===== src/rtl/chimera_clu_clkgate_seq.sv =====
// Per-cluster clock-gate / AXI-isolation sequencer: OFF -> SETTLE -> ON -> ISOLATE -> OFF.
// Optional drain timeout guarded by macro CHIMERA_CLKGATE_TIMEOUT_EN.
module chimera_clu_clkgate_seq #(
    parameter int unsigned ExtClusters  = 5,
    parameter int unsigned SettleCycles = 4,
    parameter int unsigned DrainTimeout = 255
) (
    input  logic                     soc_clk_i,
    input  logic                     rst_i,
    input  logic [ExtClusters-1:0]   en_req_i,
    input  logic [ExtClusters-1:0]   busy_i,
    input  logic [ExtClusters-1:0]   err_clr_i,
    output logic [ExtClusters-1:0]   clk_en_o,
    output logic [ExtClusters-1:0]   isolate_o,
    output logic [ExtClusters-1:0]   active_o,
    output logic [ExtClusters-1:0]   err_o,
    output logic [2*ExtClusters-1:0] dbg_state_o
);

    localparam logic [1:0] ST_OFF     = 2'd0;
    localparam logic [1:0] ST_SETTLE  = 2'd1;
    localparam logic [1:0] ST_ON      = 2'd2;
    localparam logic [1:0] ST_ISOLATE = 2'd3;

    localparam logic [7:0] SETTLE_LOAD = 8'(SettleCycles - 1);

`ifdef CHIMERA_CLKGATE_TIMEOUT_EN
    localparam logic [15:0] DRAIN_MAX = 16'(DrainTimeout);
`else
    logic unused_err_clr;
    assign unused_err_clr = ^err_clr_i;
`endif

    for (genvar c = 0; c < ExtClusters; c++) begin : g_chan
        logic [1:0] state_q, state_d;
        logic [7:0] settle_q, settle_d;
        logic       first_q, first_d;
        logic       drain_hit;
        logic       err_set;
        logic       clk_en_q, isolate_q, active_q;

        always_comb begin
            state_d  = state_q;
            settle_d = settle_q;
            first_d  = 1'b0;
            err_set  = 1'b0;
            case (state_q)
                ST_OFF: begin
                    if (en_req_i[c]) begin
                        state_d  = ST_SETTLE;
                        settle_d = SETTLE_LOAD;
                    end
                end
                ST_SETTLE: begin
                    if (!en_req_i[c]) begin
                        state_d  = ST_OFF;
                        settle_d = 8'd0;
                    end else if (settle_q == 8'd0) begin
                        state_d = ST_ON;
                    end else begin
                        settle_d = settle_q - 8'd1;
                    end
                end
                ST_ON: begin
                    if (!en_req_i[c]) begin
                        state_d = ST_ISOLATE;
                        first_d = 1'b1;
                    end
                end
                default: begin
                    // Abort beats drain completion; busy_i is not trusted in the entry cycle.
                    if (en_req_i[c]) begin
                        state_d = ST_ON;
                    end else if (!first_q && !busy_i[c]) begin
                        state_d = ST_OFF;
                    end else if (drain_hit) begin
                        state_d = ST_ON;
                        err_set = 1'b1;
                    end
                end
            endcase
        end

        always_ff @(posedge soc_clk_i or posedge rst_i) begin
            if (rst_i) begin
                state_q   <= ST_OFF;
                settle_q  <= 8'd0;
                first_q   <= 1'b0;
                clk_en_q  <= 1'b0;
                isolate_q <= 1'b1;
                active_q  <= 1'b0;
            end else begin
                state_q   <= state_d;
                settle_q  <= settle_d;
                first_q   <= first_d;
                clk_en_q  <= (state_d != ST_OFF);
                isolate_q <= (state_d != ST_ON);
                active_q  <= (state_d == ST_ON);
            end
        end

`ifdef CHIMERA_CLKGATE_TIMEOUT_EN
        logic [15:0] drain_q;
        logic        err_q;

        assign drain_hit = busy_i[c] && (drain_q == DRAIN_MAX);

        // Counts ISOLATE cycles starting at 1 on entry; saturates instead of wrapping.
        always_ff @(posedge soc_clk_i or posedge rst_i) begin
            if (rst_i) begin
                drain_q <= 16'd0;
                err_q   <= 1'b0;
            end else begin
                if (state_q != ST_ISOLATE && state_d == ST_ISOLATE) begin
                    drain_q <= 16'd1;
                end else if (state_q == ST_ISOLATE && drain_q != 16'hffff) begin
                    drain_q <= drain_q + 16'd1;
                end
                err_q <= err_set | (err_q & ~err_clr_i[c]);
            end
        end

        assign err_o[c] = err_q;
`else
        logic unused_err_set;
        assign drain_hit      = 1'b0;
        assign unused_err_set = err_set;
        assign err_o[c]       = 1'b0;
`endif

        assign clk_en_o[c]          = clk_en_q;
        assign isolate_o[c]         = isolate_q;
        assign active_o[c]          = active_q;
        assign dbg_state_o[2*c +: 2] = state_q;
    end

endmodule


===== config.mk =====
export PLATFORM = sky130hd
export DESIGN_NAME = chimera_clu_clkgate_seq
export DESIGN_NICKNAME = d
export VERILOG_FILES = /design/src/rtl/chimera_clu_clkgate_seq.sv
export SDC_FILE = /design/constraint.sdc
export NUM_CORES = 1
export LEC_CHECK = 0
export CAP_MARGIN = 20
export CORE_MARGIN = 3
export CORE_UTILIZATION = 50
export CTS_CLUSTER_SIZE = 40
export DETAILED_ROUTE_END_ITERATION = 10
export GPL_TIMING_DRIVEN = 0
export PLACE_DENSITY = 0.76
export SLEW_MARGIN = 20
export SYNTH_ARGS = -nofsm -noshare
export SYNTH_HDL_FRONTEND = slang
export SYNTH_SLANG_ARGS = --single-unit

===== constraint.sdc =====
create_clock -name soc_clk_i -period 2.3 [get_ports soc_clk_i]
set_clock_uncertainty 0.15 [all_clocks]
set_input_delay 0.46 -clock soc_clk_i [delete_from_list [all_inputs] [get_ports soc_clk_i]]
set_output_delay 0.46 -clock soc_clk_i [all_outputs]
set_load 0.03 [all_outputs]

==> results of run 1 <==
## kinds of logic after synthesis
kind of cell,after synthesis,synth area share
AND/OR/NAND/NOR,148,0.217
AO/OA/AOI/OAI,109,0.191
flip-flops,70,0.476
buffers and inverters,59,0.0840
adder cells (fa/ha/maj),6,0.0203
XOR/XNOR,2,0.00475
multiplexers,2,0.00576
other,1,0.00102
## cell type report
cell class                      count  area, um^2
Sequential cell                    70        1760
Inverter                           29         113
Timing Repair Buffer               35         380
Fill cell                         608        2560
Clock inverter                      4        45.0
Tap cell                           96         120
Multi-Input combinational cell    272        1640
Buffer                             30         201
Clock buffer                       12         155
## worst max-delay path, stage by stage (launching register included)
cell and delay, ns:
dfstp_2 0.52, buf_4 0.09, clkdlybuf4s50_1 0.67
## synthesized netlist by cell type, types with 2 or more instances
library cell,count,area (um^2)
dfrtp_1,65,1630
nand2_1,39,146
nor2_1,38,143
o21ai_0,32,160
a21oi_1,28,140
inv_1,28,105
buf_4,21,158
nor2b_1,11,68.8
nor3_1,11,55.1
a31oi_1,9,56.3
nand2b_1,9,56.3
clkbuf_1,6,22.5
ha_1,6,75.1
nand3_1,6,30.0
a211oi_1,5,37.5
a311oi_1,5,43.8
dfstp_2,5,131
nor3b_1,5,37.5
a22o_1,4,35.0
nand4_1,4,25.0
nor4b_1,4,35.0
o31ai_1,4,30.0
a21bo_2,3,30.0
nor4_1,3,18.8
o21bai_1,3,22.5
or2_2,3,18.8
a211oi_2,2,25.0
a22oi_1,2,15.0
and2_1,2,12.5
buf_2,2,10.0
nand3b_1,2,15.0
o41ai_1,2,17.5
## routing by layer
metal,global-route usage,share of wire,vias up,wire (um)
met5,0,0,-,0
li1,-,-,1485,-
met2,0.318,0.50,76,3910
met4,0.0557,0.0044,0,34
met3,0.0533,0.041,4,318
met1,0.245,0.45,1434,3530
## path summary, 6_finish.rpt
check	start	to	slack [ns]	cells after the start
worst max-delay path	g_chan[2].isolate_q	isolate_o[2]	0.07	2
worst min-delay path	en_req_i[1]	g_chan[1].first_q	0.22	2
worst max register to register	g_chan[4].settle_q[0]	g_chan[4].settle_q[7]	0.15	6
worst min register to register	g_chan[4].settle_q[7]	g_chan[4].settle_q[7]	0.38	1
max in group asynchronous	rst_i	g_chan[3].isolate_q	0.93	4
min in group asynchronous	rst_i	g_chan[2].settle_q[1]	0.32	2
## registers in the layout, summed over array words and instances, names as in the netlist
name	count
g_chan.isolate_q	5
g_chan.clk_en_q	5
g_chan.first_q	5
g_chan.settle_q	40
g_chan.active_q	5
g_chan.state_q	10
## power groups by stage
| stage | clock [W] | combinational [W] | sequential [W] |
|---|---|---|---|
| CTS | 0.00103 | 0.00322 | 0.00217 |
| floorplan | 0 | 0.00225 | 0.00222 |
| global route | 0.00109 | 0.00356 | 0.00225 |
| finish | 0.00100 | 0.00322 | 0.00218 |
| detailed placement | 0 | 0.00320 | 0.00218 |
| global placement | 0 | 0.00305 | 0.00216 |
## per-stage QoR
stage	setup WS [ns]	utilization	power, W
after floorplan	0.439	-	0.00447
after global placement	0.0617	0.596	0.00521
after detailed placement	0.0401	0.603	0.00538
after CTS	0.0237	0.632	0.00642
after global routing	0.000277	0.633	0.00690
final	0.0696	0.633	0.00641
## what timing repair did
action	CTS	global route
hold endpoints to repair	0	0
gates resized for setup	0	2
setup endpoints to repair	0	5
==> results.toml, run 1 <==
[pwr]
pwr-share-clk = 0.156
internal_power_w = 0.00360
power_density_nw_per_um2 = 1450
p_sw_w = 0.00280
seqPwrFrac = 0.340
swShare = 0.438
combPwrFrac = 0.503
peakVddDrop_uv = 802
leakagePower_nw = 1.97

[sta]
rsz0062_at_grt = "no"
finalMaxSlewViolations = 0
max_freq_ghz = 0.448
post-route-min-period_ns = 2.23
finalHoldViolations = 0
tightest_slew_ns = 0.824
fin_tns_setup_ns = 0
finalSetupViolCount = 0
finalCritPeriodShare = 0.970
hold_slack_ns = 0.216
relSlewSlack = 0.446

[setup_path]
endpoint_kind = "output port"
critPathKind = "reg2out"
cp_max_fo = 1
crit_required_ns = 1.69
cp.arrival_ns = 1.62
cp-start-kind = "flop"

[synth]
synth_cell_types = 60
async_reset_ff_frac = 1.00
yosysWarnings = 0
avgSynthCellArea_um2 = 9.30
synth_seq_cells = 70
yosysSeqAreaShare = 0.476
synth_flop_cell = "dfrtp_1"
synth_area_um2 = 3690
syn-instance-count = 397
synth_edf_count = 0

[place]
numPlacedInstances = 532
post-dp-hpwl_um = 5620
place_area_um2 = 4210
routabilityCongestion = 0.850
io_buffer_count = 33

[cts]
cts_made_buffers = 9
clockBufferDepth = 2
hold_buffers = 0
clock-sinks = 70
htreeDepth = 3
path_clk_slew_ns = 0.07
postCtsSetupBuffers = 0
cts_tree = "built"
clkLatencyLatePin_ns = 0.34
cts_root_buf = "clkbuf_8"

[layout]
final_area_um2 = 4420
layout-drive-gt1-share = 0.146
finalNonFillerCells = 548
nNetsFinal = 470
final_cell_mix = "dfrtp_1 (65), nand2_1 (39), nor2_1 (38)"
syn2layout_area_growth_pct = 19.6
final_common_cell = "dfrtp_1"
diodes = 0

[floorplanning]
start_util = 0.529
die_w_um = 91.9
num_rows = 30
die-area_um2 = 8450
core_area_um2 = 6980
die_h_um = 91.9
num_io_pins = 47

[drt]
via_count = 2999
ant_nets = 0
dr.pass1.iters = 4
viasPerCell = 5.47
drtIter0Drc = 123
drcViolationCount = 0
wl_per_cell_um = 14.2
drt-total-wl_um = 7790

[global_route]
grt_pass1_vias = 2898
track_usage = 0.191
grt_max_degree = 30
gr-total-overflow = 0
grt_pass1_wl_um = 13100
antenna_found_initial = 0

[hold_path]
hp-class = "in2reg"

[outcome]
status = "finished, final reports clean"

[job]
maxCapViolCount = 0
Power figures use the tool's default switching activity.
==> inputs of run 2 (changes only) <==
ABC_AREA = 1   (was unset)
CORE_UTILIZATION = 51   (was 50)
HOLD_SLACK_MARGIN = 0.05   (was unset)
PLACE_DENSITY = 0.77   (was 0.76)
==> run 2 against run 1 <==
  * Worst setup slack gained 0.00067 ns
  * Fmax is essentially flat
  * Utilization grew 0.75 points
  * Highest routed layer unchanged
==> results.toml, run 2 <==
[sta]
max_freq_ghz = 0.448
relSlewSlack = 0.571
fin_tns_setup_ns = 0
finalMaxSlewViolations = 0
tightest_slew_ns = 0.642
rsz0062_at_grt = "no"
finalHoldViolations = 0
finalCritPeriodShare = 0.969
finalSetupViolCount = 0
post-route-min-period_ns = 2.23

[cts]
clkLatencyLatePin_ns = 0.35
ctsResizeCount = 0
cts_root_buf = "clkbuf_8"
cts_made_buffers = 9
cts_tree = "built"
hold_buffers = 0
postCtsSetupBuffers = 0
htreeDepth = 3
clockBufferDepth = 2
path_clk_slew_ns = 0.08
clock-sinks = 70

[synth]
yosysWarnings = 0
avgSynthCellArea_um2 = 7.64
synth_fa_ha_area_frac = 0.0189
synthXorXnorAreaFrac = 0.0396
synth.most_common_cell = "nand2_1"
synth_flop_cell = "dfrtp_1"
synth_seq_cells = 70
synth_area_um2 = 3980
netlist_top_cells_area = "dfrtp_1 (41%), nand2_1 (15%), inv_1 (7.1%)"
muxShareOfSynthArea = 0.00503
synth_top_family_by_area = "simple AND/OR/NAND/NOR gates"
synth_cell_types = 35
syn-instance-count = 521
yosys.area.top_type = "dfrtp_1"
yosys.area_share.simple = 0.311
synth.top_cell.area_share = 0.409
synth_edf_count = 0
synth_compound_area_frac = 0.0566
async_reset_ff_frac = 1.00
synth_common_cells = "nand2_1 (159), inv_1 (75), dfrtp_1 (65), nor2_1 (58), nand3_1 (30)"
yosysSeqAreaShare = 0.442

[setup_path]
cp_max_fo = 1
endpoint_kind = "output port"
crit_required_ns = 1.69
reg2reg_depth = 9
cp-start-kind = "flop"
critPathKind = "reg2out"
r2r_setup_slack_ns = 0.61
cp.arrival_ns = 1.62
r2r-start = "g_chan[3].settle_q[0]"
r2r_end = "g_chan[3].settle_q[0]"

[global_route]
track_usage = 0.184
busiest_layer = "met2"
antenna_found_initial = 0
gr-total-overflow = 0
grt_pass1_wl_um = 13000
use_met2 = 0.295
grt_pass1_vias = 3125
use_met3 = 0.0537
grt_max_degree = 29
grt_use_met1 = 0.234

[drt]
viasPerCell = 4.81
drt-total-wl_um = 7270
drtIter0Drc = 127
dr.pass1.iters = 4
via_count = 3259
ant_nets = 0
drcViolationCount = 0
wl_per_cell_um = 10.7

[layout]
nNetsFinal = 597
final_common_cell = "nand2_1"
diodes = 0
layout-drive-gt1-share = 0.142
final_cell_mix = "nand2_1 (159), inv_1 (74), dfrtp_1 (65)"
syn2layout_area_growth_pct = 19.2
largest-register = "g_chan.settle_q"
largest_register_ffs = 40
reg_top3 = "g_chan.settle_q: 40 flops, g_chan.state_q: 10 flops"

[hold_path]
holdPathStages = 2
hp-start = "g_chan[1].settle_q[0]"
worst_hold_path.endpoint = "g_chan[1].settle_q[0]"
hp-class = "reg2reg"

[pwr]
peakVddDrop_uv = 793
total_power_w = 0.00644
power_density_nw_per_um2 = 1360
leakagePower_nw = 2.56

[place]
io_buffer_count = 36
routabilityCongestion = 0.862
post-dp-hpwl_um = 5370

[job]
maxCapViolCount = 0

[outcome]
status = "finished, final reports clean"

[floorplanning]
core_area_um2 = 7410
die_h_um = 94.3
num_io_pins = 47
die-area_um2 = 8900
num_rows = 31
die_w_um = 94.3
start_util = 0.537
[run 2: cell types whose count changed after synthesis, sizes merged, moves of 7 or more]
cell	before	now
nor3	12	2
a211oi	7	0
nand2	39	166
nor2	39	66
nand4	4	13
a31oi	9	1
nand2b	9	0
inv	29	79
nand3	6	33
xor2	1	16
nor2b	11	0
a21oi	28	7
[run 2: how the worst max path moves through the flow]
stage	endpoint	start	slack [ns]	cells after the start
6_report	isolate_o[0]	g_chan[0].isolate_q	0.07	2
5_1_grt	isolate_o[0]	g_chan[0].isolate_q	0.01	2
4_1_cts	isolate_o[4]	g_chan[4].isolate_q	0.04	2
3_5_place_dp	g_chan[1].settle_q[2]	en_req_i[1]	0.28	8
3_3_place_gp	g_chan[4].settle_q[5]	rst_i	0.05	2
2_1_floorplan	g_chan[1].settle_q[3]	g_chan[1].settle_q[0]	0.81	9
[run 2: cells by family after synthesis]
group	after synthesis
buf+inv	104
mux	2
compound gates	37
other cells	1
flops	70
simple gates	283
xor+xnor	18
fa+ha+maj	6
[run 2: metrics by stage]
stage	cells	hold WS [ns]	instance area (um^2)	setup WS, ns	util
final	678	0.335	4740	0.0702	0.640
after global routing	678	0.353	4740	0.0118	0.640
after CTS	678	0.339	4740	0.0433	0.639
after detailed placement	662	0.321	4540	0.281	0.612
after global placement	660	0.307	4480	0.0548	0.605
after floorplan	525	0.292	4000	0.809	-
[run 2: area by class of cell]
type                            instances  area (um^2)
Clock inverter                          5         58.8
Sequential cell                        70         1760
Buffer                                 24          200
Fill cell                             629         2670
Multi-Input combinational cell        351         1730
Tap cell                               99          124
Inverter                               80          305
Clock buffer                           11          141
Timing Repair Buffer                   38          420
[run 2: power by group]
| group | total [W] | internal [W] | leakage (nW) | switching (W) |
|---|---|---|---|---|
| Sequential | 0.00204 | 0.00169 | 0.889 | 0.000352 |
| Clock | 0.00101 | 0.000531 | 0.0955 | 0.000478 |
| Combinational | 0.00338 | 0.00136 | 1.57 | 0.00202 |
| Total | 0.00644 | 0.00358 | 2.56 | 0.00285 |
[run 2: routing by layer]
layer / routed length (um) / part of all wire / up-vias
met1: 3450 / 0.48 / 1508
li1: - / - / 1688
met4: 108 / 0.015 / 0
met5: 0 / 0 / -
met2: 3390 / 0.47 / 55
met3: 311 / 0.043 / 8
[run 2: worst max-delay path, stage by stage (launching register included)]
cell             delay, ns
dfstp_2               0.52
buf_4                 0.09
clkdlybuf4s50_1       0.66
==> inputs of run 3 (changes only) <==
CORE_ASPECT_RATIO = 1.25   (was unset)
GPL_ROUTABILITY_DRIVEN = 0   (was unset)
==> run 3 against run 2 <==
  * First-iteration DRC count is 12% lower
  * Die area hardly changed
  * Fmax is 0.39% higher
  * Critical endpoint unchanged
  * Largest cell class unchanged
==> results.toml, run 3 (synthesized netlist as in run 2, its figures left out) <==
[outcome]
status = "finished, final reports clean"

[setup_path]
cp_max_fo = 1
crit_required_ns = 1.69
cp-start-kind = "flop"
critPathKind = "reg2out"
worstSetupStartpoint = "g_chan[0].isolate_q"
endpoint_kind = "output port"
r2r-start = "g_chan[0].settle_q[0]"
cp.arrival_ns = 1.61

[sta]
finalCritPeriodShare = 0.966
finalMaxSlewViolations = 0
max_freq_ghz = 0.450
finalHoldViolations = 0
fin_tns_setup_ns = 0
hold_slack_ns = 0.261
finalSetupViolCount = 0
post-route-min-period_ns = 2.22
rsz0062_at_grt = "no"

[global_route]
grt_pass1_vias = 3286
grt_pass1_wl_um = 13500
grt_max_degree = 34
gr-total-overflow = 0
use_met3 = 0.0402
track_usage = 0.183
busiest_layer = "met2"
grt_use_met1 = 0.206
use_met2 = 0.332
antenna_found_initial = 0

[place]
post-dp-hpwl_um = 5570
io_buffer_count = 36

[cts]
clkLatencyLatePin_ns = 0.35
hold_buffers = 0
clockBufferDepth = 2
htreeDepth = 3
ctsResizeCount = 0
postCtsSetupBuffers = 0
clock-sinks = 70
cts_tree = "built"
cts_root_buf = "clkbuf_8"
cts_made_buffers = 9
path_clk_slew_ns = 0.08

[pwr]
leakagePower_nw = 2.56
peakVddDrop_uv = 802
power_density_nw_per_um2 = 1390
total_power_w = 0.00657

[layout]
fin_util = 0.633
final_cell_mix = "nand2_1 (159), inv_1 (74), dfrtp_1 (65)"
largest-register = "g_chan.settle_q"
largest_register_ffs = 40
final_common_cell = "nand2_1"
syn2layout_area_growth_pct = 19.1
diodes = 0
layout-drive-gt1-share = 0.142
reg_top3 = "g_chan.settle_q: 40 flops, g_chan.state_q: 10 flops"
nNetsFinal = 597

[drt]
drcViolationCount = 0
via_count = 3278
wl_per_cell_um = 11.1
drt-total-wl_um = 7460
ant_nets = 0
drtIter0Drc = 112
dr.pass1.iters = 4
viasPerCell = 4.89

[hold_path]
hp-class = "in2async"

[floorplanning]
start_util = 0.531
core_area_um2 = 7490
num_rows = 35
num_io_pins = 47
die-area_um2 = 8900
die_h_um = 105
die_w_um = 85

[job]
maxCapViolCount = 0
[run 3: per-stage QoR]
step,worst slack [ns],cell area (um^2),instances
floorplan,0.809,4000,525
global placement,0.0525,4470,653
detailed placement,0.298,4510,655
CTS,0.0623,4740,671
global route,0.0278,4740,671
finish,0.0788,4740,671
[run 3: report_power, final]
part	switching [W]	leakage, nW	internal [W]
registers	0.000360	0.889	0.00169
clock network	0.000480	0.113	0.000643
logic	0.00203	1.56	0.00136
total	0.00287	2.56	0.00370
[run 3: layout make-up]
type	instances	area [um^2]
Inverter	80	305
Timing Repair Buffer	38	400
Multi-Input combinational cell	351	1730
Fill cell	642	2750
Sequential cell	70	1760
Clock inverter	5	82.6
Buffer	24	200
Clock buffer	11	141
Tap cell	92	115
[run 3: final timing paths]
check                      cells past startpoint  slack [ns]                     to
setup / recovery                               2        0.08           isolate_o[0]
hold reg to reg                                2        0.34  g_chan[2].settle_q[0]
max in group asynchronous                      4        1.00    g_chan[1].isolate_q
hold / removal                                 2        0.26     g_chan[0].active_q
min in group soc_clk_i                         2        0.34  g_chan[2].settle_q[0]
setup reg to reg                               7        0.58  g_chan[0].settle_q[0]
[run 3: layer usage]
layer,routed length (um),vias to the layer above,share of wire
met3,282,14,0.038
met1,3130,1512,0.42
met5,0,-,0
li1,-,1697,-
met2,3910,55,0.52
met4,136,0,0.018
[run 3: worst max-delay path: stages, from the launching register on]
cell and delay, ns:
dfstp_2 0.52, buf_4 0.09, clkdlybuf4s50_1 0.65
